`src/rtl/mips_fetch_sequencer.sv`:
```
// mips_fetch_sequencer: multi-cycle fetch/exec/mem/wb control FSM for the MIPS core,
// with branch delay-slot redirect sequencing and halt-on-target detection.
module mips_fetch_sequencer #(
    parameter logic [31:0] HALT_ADDR        = 32'h0000_0000,
    parameter int unsigned RESET_STATE_HOLD = 1
) (
    input  logic        clk,
    input  logic        rst_n,
    input  logic        mem_waitrequest,
    input  logic        instr_needs_mem,
    input  logic        branch_taken,
    input  logic [31:0] branch_target,
    output logic        fetch_read,
    output logic        data_access,
    output logic        reg_write_en,
    output logic        CntEn,
    output logic [1:0]  PCControl,
    output logic [31:0] redirect_addr,
    output logic        active,
    output logic        slot_branch_err,
    output logic [2:0]  state
);
    typedef enum logic [2:0] {
        IDLE  = 3'd0,
        FETCH = 3'd1,
        EXEC  = 3'd2,
        MEM   = 3'd3,
        WB    = 3'd4,
        HALT  = 3'd5
    } state_t;

    localparam logic [2:0] HOLD_LAST = 3'(RESET_STATE_HOLD - 1);

    state_t      state_q, state_d;
    logic [2:0]  hold_q, hold_d;
    logic        pending_q, pending_d;
    logic        armed_q, armed_d;
    logic [31:0] redirect_q, redirect_d;
    logic        err_q, err_d;

    always_ff @(posedge clk or negedge rst_n) begin
        if (!rst_n) begin
            state_q    <= IDLE;
            hold_q     <= 3'd0;
            pending_q  <= 1'b0;
            armed_q    <= 1'b0;
            redirect_q <= 32'h0;
            err_q      <= 1'b0;
        end else begin
            state_q    <= state_d;
            hold_q     <= hold_d;
            pending_q  <= pending_d;
            armed_q    <= armed_d;
            redirect_q <= redirect_d;
            err_q      <= err_d;
        end
    end

    // armed_q marks a branch in flight; it becomes pending once that branch retires,
    // so the redirect lands on the delay-slot instruction's writeback.
    always_comb begin
        state_d    = state_q;
        hold_d     = hold_q;
        pending_d  = pending_q;
        armed_d    = armed_q;
        redirect_d = redirect_q;
        err_d      = err_q;
        case (state_q)
            IDLE: begin
                if (hold_q == HOLD_LAST) state_d = FETCH;
                else hold_d = hold_q + 3'd1;
            end
            FETCH: if (!mem_waitrequest) state_d = EXEC;
            EXEC: begin
                state_d = instr_needs_mem ? MEM : WB;
                if (branch_taken && pending_q) err_d = 1'b1;
                else if (branch_taken) begin
                    redirect_d = branch_target;
                    armed_d    = 1'b1;
                end
            end
            MEM: if (!mem_waitrequest) state_d = WB;
            WB: begin
                if (pending_q) begin
                    pending_d = 1'b0;
                    state_d   = (redirect_q == HALT_ADDR) ? HALT : FETCH;
                end else begin
                    pending_d = armed_q;
                    armed_d   = 1'b0;
                    state_d   = FETCH;
                end
            end
            default: state_d = HALT;
        endcase
    end

    always_comb begin
        fetch_read      = state_q == FETCH;
        data_access     = state_q == MEM;
        reg_write_en    = state_q == WB;
        CntEn           = state_q == WB;
        PCControl       = (state_q == WB && pending_q) ? 2'b10 : 2'b11;
        redirect_addr   = redirect_q;
        active          = state_q inside {FETCH, EXEC, MEM, WB};
        slot_branch_err = err_q;
        state           = state_q;
    end
endmodule

```
`config.mk`:
```
export PLATFORM = sky130hd
export DESIGN_NAME = mips_fetch_sequencer
export DESIGN_NICKNAME = d
export VERILOG_FILES = /design/src/rtl/mips_fetch_sequencer.sv
export SDC_FILE = /design/constraint.sdc
export NUM_CORES = 1
export LEC_CHECK = 0
export ABC_AREA = 1
export ABC_CLOCK_PERIOD_IN_PS = 1700
export CAP_MARGIN = 30
export CORE_MARGIN = 8
export CORE_UTILIZATION = 44
export CTS_BUF_LIST = sky130_fd_sc_hd__clkbuf_8
export DETAILED_ROUTE_END_ITERATION = 10
export PLACE_DENSITY = 0.82
export SYNTH_ARGS = -nofsm -noshare
export SYNTH_HDL_FRONTEND = slang
export SYNTH_SLANG_ARGS = --single-unit
```
`constraint.sdc`:
```
create_clock -name clk -period 1.7 [get_ports clk]
set_clock_uncertainty 0.2 [all_clocks]
set_input_delay 0.34 -clock clk [delete_from_list [all_inputs] [get_ports clk]]
set_output_delay 0.34 -clock clk [all_outputs]
set_load 0.01 [all_outputs]
```
==> results of run 1 <==
==> worst max-delay path, stage by stage (launching register included) <==
cell and delay [ps]:
dfrtp_1 420, nor2_2 150, nand2_2 110, buf_6 140
inv_4 50, buf_6 90
==> cells in the mapped netlist, drive strengths merged <==
library cell  instances  area share
inv                  47       0.089
o21ai                34        0.13
o22ai                 1      0.0032
a22oi                 1      0.0038
o211ai                1      0.0063
conb                  1      0.0019
a21oi                 5       0.013
a31o                  1      0.0044
dfrtp                41        0.52
nor2                 31       0.059
nand3                 5       0.018
nand2                43       0.082
nand4                 1      0.0032
buf                   9       0.044
ha                    2       0.013
xor2                  2      0.0089
==> area by class of cell <==
type	count	area (um2)	area share
timing repair buffer	110	1135	0.3305
tap	52	65.06	0.01895
multi-input combinational	129	915.9	0.2668
sequential	41	1027	0.2992
clock buffer	7	96.34	0.02806
inverter	47	188.9	0.05503
clock inverter	1	5.005	0.001458
==> layer usage <==
metal | wire length, um | part of all wire | global-route usage
met2 | 3175 | 0.50 | 0.2291
met3 | 406 | 0.064 | 0.06250
met1 | 2556 | 0.41 | 0.1635
met5 | 0 | 0 | 0
met4 | 172 | 0.027 | 0.04952
==> final timing paths <==
check                                     to            start
hold reg to reg              slot_branch_err  slot_branch_err
min in group asynchronous   redirect_addr[5]            rst_n
hold / removal               slot_branch_err  slot_branch_err
max in group asynchronous           state[2]            rst_n
setup / recovery                reg_write_en         state[0]
setup reg to reg           redirect_addr[27]         state[0]
==> power groups by stage <==
stage	sequential, mW	clock, mW	combinational [mW]
global placement	1.58	0	2.09
finish	1.68	0.706	2.37
floorplan	1.74	0	0.780
global route	1.73	0.764	2.59
CTS	1.58	0.708	1.93
detailed placement	1.60	0	2.14
==> flip-flops by register name, summed over array words and instances, names as in the netlist <==
register,count
slot_branch_err,1
pending_q,1
hold_q,3
redirect_addr,32
armed_q,1
state,3
==> logic make-up (layout without fill, tap and decap cells) <==
family | count (synthesis) | count (layout) | synth area share
other | 1 | 1 | 0.001902
XOR/XNOR | 2 | 2 | 0.008885
AO/OA/AOI/OAI | 43 | 43 | 0.1605
buffers and inverters | 56 | 165 | 0.1339
flip-flops | 41 | 41 | 0.5203
adder cells (fa/ha/maj) | 2 | 2 | 0.01269
AND/OR/NAND/NOR | 80 | 81 | 0.1618
==> per-stage QoR <==
stage	power [mW]	hold slack (ps)	instance area (um2)
finish	4.763	271.3	3433
global route	5.087	312.3	3433
CTS	4.222	268.7	2949
detailed placement	3.738	124.5	2875
global placement	3.674	122.9	2875
floorplan	2.517	-155.6	1972
==> cells in the final DEF, fill, tap and decap left out, types with 2 or more instances in the layout <==
master,count
a21oi_1,4
buf_12,3
buf_2,2
buf_4,14
buf_6,14
clkbuf_16,5
clkbuf_8,7
clkdlybuf4s50_1,35
dfrtp_1,40
dlygate4sd2_1,35
inv_1,40
inv_2,4
inv_4,2
nand2_1,21
nand2_2,8
nand2_4,14
nand3_1,3
nand3_4,2
nor2_1,23
nor2_2,3
nor2_4,5
o21ai_0,2
o21ai_1,6
o21ai_2,25
xor2_1,2
==> timing repair <==
item                                   4_1_cts  5_1_grt
setup buffers                                3        5
resized for setup                           68       75
hold buffers                                 1        0
setup endpoints to repair                   42       30
cloned                                       0        9
endpoints found under the hold margin       19        0
pin swaps                                    2        6
==> flow_summary.ini, run 1 <==
[clock_network]
clk_pin_slew_worst_paths_ps = 80
cts_root_buffer = clkbuf_8
clockBufferDepth = 2
clk_latency_ps = 290
clock_sinks = 41
cts_tree = yes
htreeDepth = 2
numCtsBuffers = 5

[run_status]
outcome = complete, but fails checks
violations = negative setup slack

[logic_synthesis]
synth.net_count = 264
synth-seq-cells = 41
syn_avg_cell_area_um2 = 8.764
synth_cell_types = 22
netlist_area_mm2 = 0.001972
synth_cells = 225
yosysSeqAreaShare = 0.5203
yosysWarningCount = 0

[detailed_routing]
drt-total-wl_um = 6309
wl_per_cell_um = 16.30
vias = 1910
first_iter_violations = 109
vias_per_cell = 4.935
antenna_left = 0
drc = 0
drtPass1Iterations = 4

[pwr]
internal-power_mw = 2.907
switching_share = 0.3896
p_sw_mw = 1.856
pwr-share-seq = 0.353
clockPowerShare = 0.148
combinationalPowerShare = 0.498
ir_worst_vdd_mv = 0.6236
power_density_mw_per_mm2 = 1387
power.leakage_nw = 1.787

[run]
maxCapViolCount = 0

[sta]
fin_tns_setup_ps = -549.3
period_minus_slack_ps = 1796
hold_viol = 0
worst_pin_slew_ps = 503.5
slew_violations = 0
finalCritPeriodShare = 1.056
finalWorstSetupSlack_ps = -95.91
rsz0062_at_grt = true
setup_viol = 23
relSlewSlack = 0.6643
fmax_mhz = 556.8

[floorplan]
core-area_mm2 = 0.004324
num_rows = 24
initial_core_util = 0.4560
die_width_um = 82.95
dieHeight_um = 82.95
io_pins = 80
die_area_mm2 = 0.006880

[critical_path]
path_max_fanout = 3
ff2ff_setup_slack_ps = -40
required_ps = 1160
critical_path_class = reg2out
ff2ff_path_depth = 8
worstPathArrival_ps = 1260
cp-end-kind = output port
cp-start-kind = flop

[layout]
areaGrowthSynthToFinish_pct = 74.11
utilization = 0.7940
antennaDiodeCount = 0
fin_cells = 387
n_fill_cell = 295
nNetsFinal = 373
layout-drive-gt1-share = 0.3522

[grt]
grt_pass1_wl_um = 8300
grt_usage = 0.1422
grt_max_degree = 37
grt_pass1_vias = 1838
gr-total-overflow = 0
antenna_found_initial = 0

[min_path]
hold_class = reg2reg
whs_path_depth = 1

[place]
dp_hpwl_um = 3692
port-buffer-count = 78
place.gp.congestion = 0.7499
post-place-ws_ps = -196.5
placedCellCount = 361
Note: power is estimated with default switching activity, not from simulation.
==> run 2: changes to the inputs <==
Settings changed: CAP_MARGIN 30 to default, CTS_CLUSTER_SIZE from default to 28.
==> results of run 2 <==
Final layout, timing and power as in run 1 (identical DEF).
==> run 3: changes to the inputs <==
Settings changed: CORE_ASPECT_RATIO from default to 0.9, SKIP_LAST_GASP from default to 1, SLEW_MARGIN from default to 5.
==> run 3 against run 2 <==
The flow still finishes with violations (negative setup slack). Via count decreased by 4.8%. Highest routed layer unchanged. Critical endpoint is now fetch_read. Final cell count rose by 2.6%. Total power shrank 0.44%. Utilization rose by 0.64 points. Critical path type unchanged.
==> flow_summary.ini, run 3 (synthesis results as in run 1) <==
[run_status]
outcome = complete, but fails checks
violations = negative setup slack

[sta]
slew_violations = 0
fin_tns_setup_ps = -1559
hold_viol = 0
finalWorstSetupSlack_ps = -65.73
rsz0062_at_grt = true
setup_viol = 37
fmax_mhz = 566.3
finalCritPeriodShare = 1.039
period_minus_slack_ps = 1766

[run]
maxCapViolCount = 0

[place]
place.gp.congestion = 0.7567
placedCellCount = 372
port-buffer-count = 78
dp_hpwl_um = 3777

[grt]
grt_pass1_vias = 1796
gr-total-overflow = 0
grt_max_degree = 42
grt_pass1_wl_um = 8569
grt_usage = 0.1562
antenna_found_initial = 0

[detailed_routing]
vias = 1818
drt-total-wl_um = 5794
wl_per_cell_um = 14.59
antenna_left = 0
drc = 0
drtPass1Iterations = 4
vias_per_cell = 4.579
first_iter_violations = 44

[pwr]
ir_worst_vdd_mv = 0.7251
power_density_mw_per_mm2 = 1355
power.leakage_nw = 1.833

[critical_path]
path_max_fanout = 4
ff2ff_setup_slack_ps = -60
worstPathArrival_ps = 1230
cp-end-kind = output port
critical_path_class = reg2out
cp-start-kind = flop
required_ps = 1160

[layout]
utilization = 0.8003
fin_cells = 397
layout_commonest_cell = inv_1
areaGrowthSynthToFinish_pct = 77.54
layout-drive-gt1-share = 0.3701
largest_reg_flops = 32
antennaDiodeCount = 0
layout_common_cells = inv_1, dfrtp_1, clkdlybuf4s50_1, dlygate4sd2_1, o21ai_2
nNetsFinal = 373

[clock_network]
clk_pin_slew_worst_paths_ps = 80
numCtsBuffers = 5
clockBufferDepth = 2
cts_root_buffer = clkbuf_8
clock_sinks = 41
cts_tree = yes
htreeDepth = 2
clk_latency_ps = 290

[floorplan]
io_pins = 80
initial_core_util = 0.4508
die_width_um = 86.57
core-area_mm2 = 0.004374
num_rows = 23
dieHeight_um = 79.51
die_area_mm2 = 0.006883

[min_path]
hold_class = reg2reg
[run 3: cell types whose count changed in the layout (fill, tap and decap cells not counted), sizes merged]
cell         delta
buf             +4
clkbuf          -2
dlygate4sd2     -1
nand3           -1
[run 3: layout make-up]
type / count / area, um2
timing repair buffer: 111 / 1196
inverter: 47 / 181.4
sequential: 41 / 1028
multi-input combinational: 128 / 915.9
clock inverter: 1 / 5.005
fill: 312 / 873.3
clock buffer: 7 / 96.34
tap: 62 / 77.57
[run 3: stage by stage]
step | setup slack (ps) | total power, mW | instance area [um2] | hold slack, ps
finish | -65.73 | 4.742 | 3501 | 267.2
global route | -139.3 | 5.067 | 3501 | 282.6
CTS | -160.5 | 4.331 | 3158 | 270.2
detailed placement | -205.0 | 3.758 | 2883 | 135.2
global placement | -121.1 | 3.679 | 2883 | 127.0
floorplan | 180.6 | 2.517 | 1972 | -155.6
[run 3: final timing paths]
| path | start | to | cells past startpoint |
|---|---|---|---|
| min in group asynchronous | rst_n | redirect_addr[29] | 3 |
| hold / removal | slot_branch_err | slot_branch_err | 1 |
| setup reg to reg | state[2] | redirect_addr[29] | 10 |
| setup / recovery | state[2] | fetch_read | 4 |
| max in group asynchronous | rst_n | state[0] | 3 |
| hold reg to reg | slot_branch_err | slot_branch_err | 1 |
[run 3: per-layer routing]
metal,routed length [um],up-vias,GRT usage
met4,90,0,0.05326
met2,2981,52,0.2601
li1,-,907,-
met3,318,10,0.05556
met1,2404,849,0.1824
met5,0,-,0
[run 3: power by group]
group	internal (mW)	total, mW	switching (mW)
Sequential	1.33	1.69	0.366
Combinational	1.24	2.37	1.13
Clock	0.367	0.679	0.312
[run 3: critical path, stage by stage (launching register included)]
cell and delay (ps):
dfrtp_2 460, nor2_4 150, inv_2 70, nor2_2 110, buf_2 150
[run 3: repair_timing]
item                       CTS  global route
hold buffers                 1             0
pin swaps                    3             4
gates cloned                 4             3
gates resized for setup     75            76
setup endpoints to repair   54            41
hold endpoints to repair    41             0
setup buffers                7             2
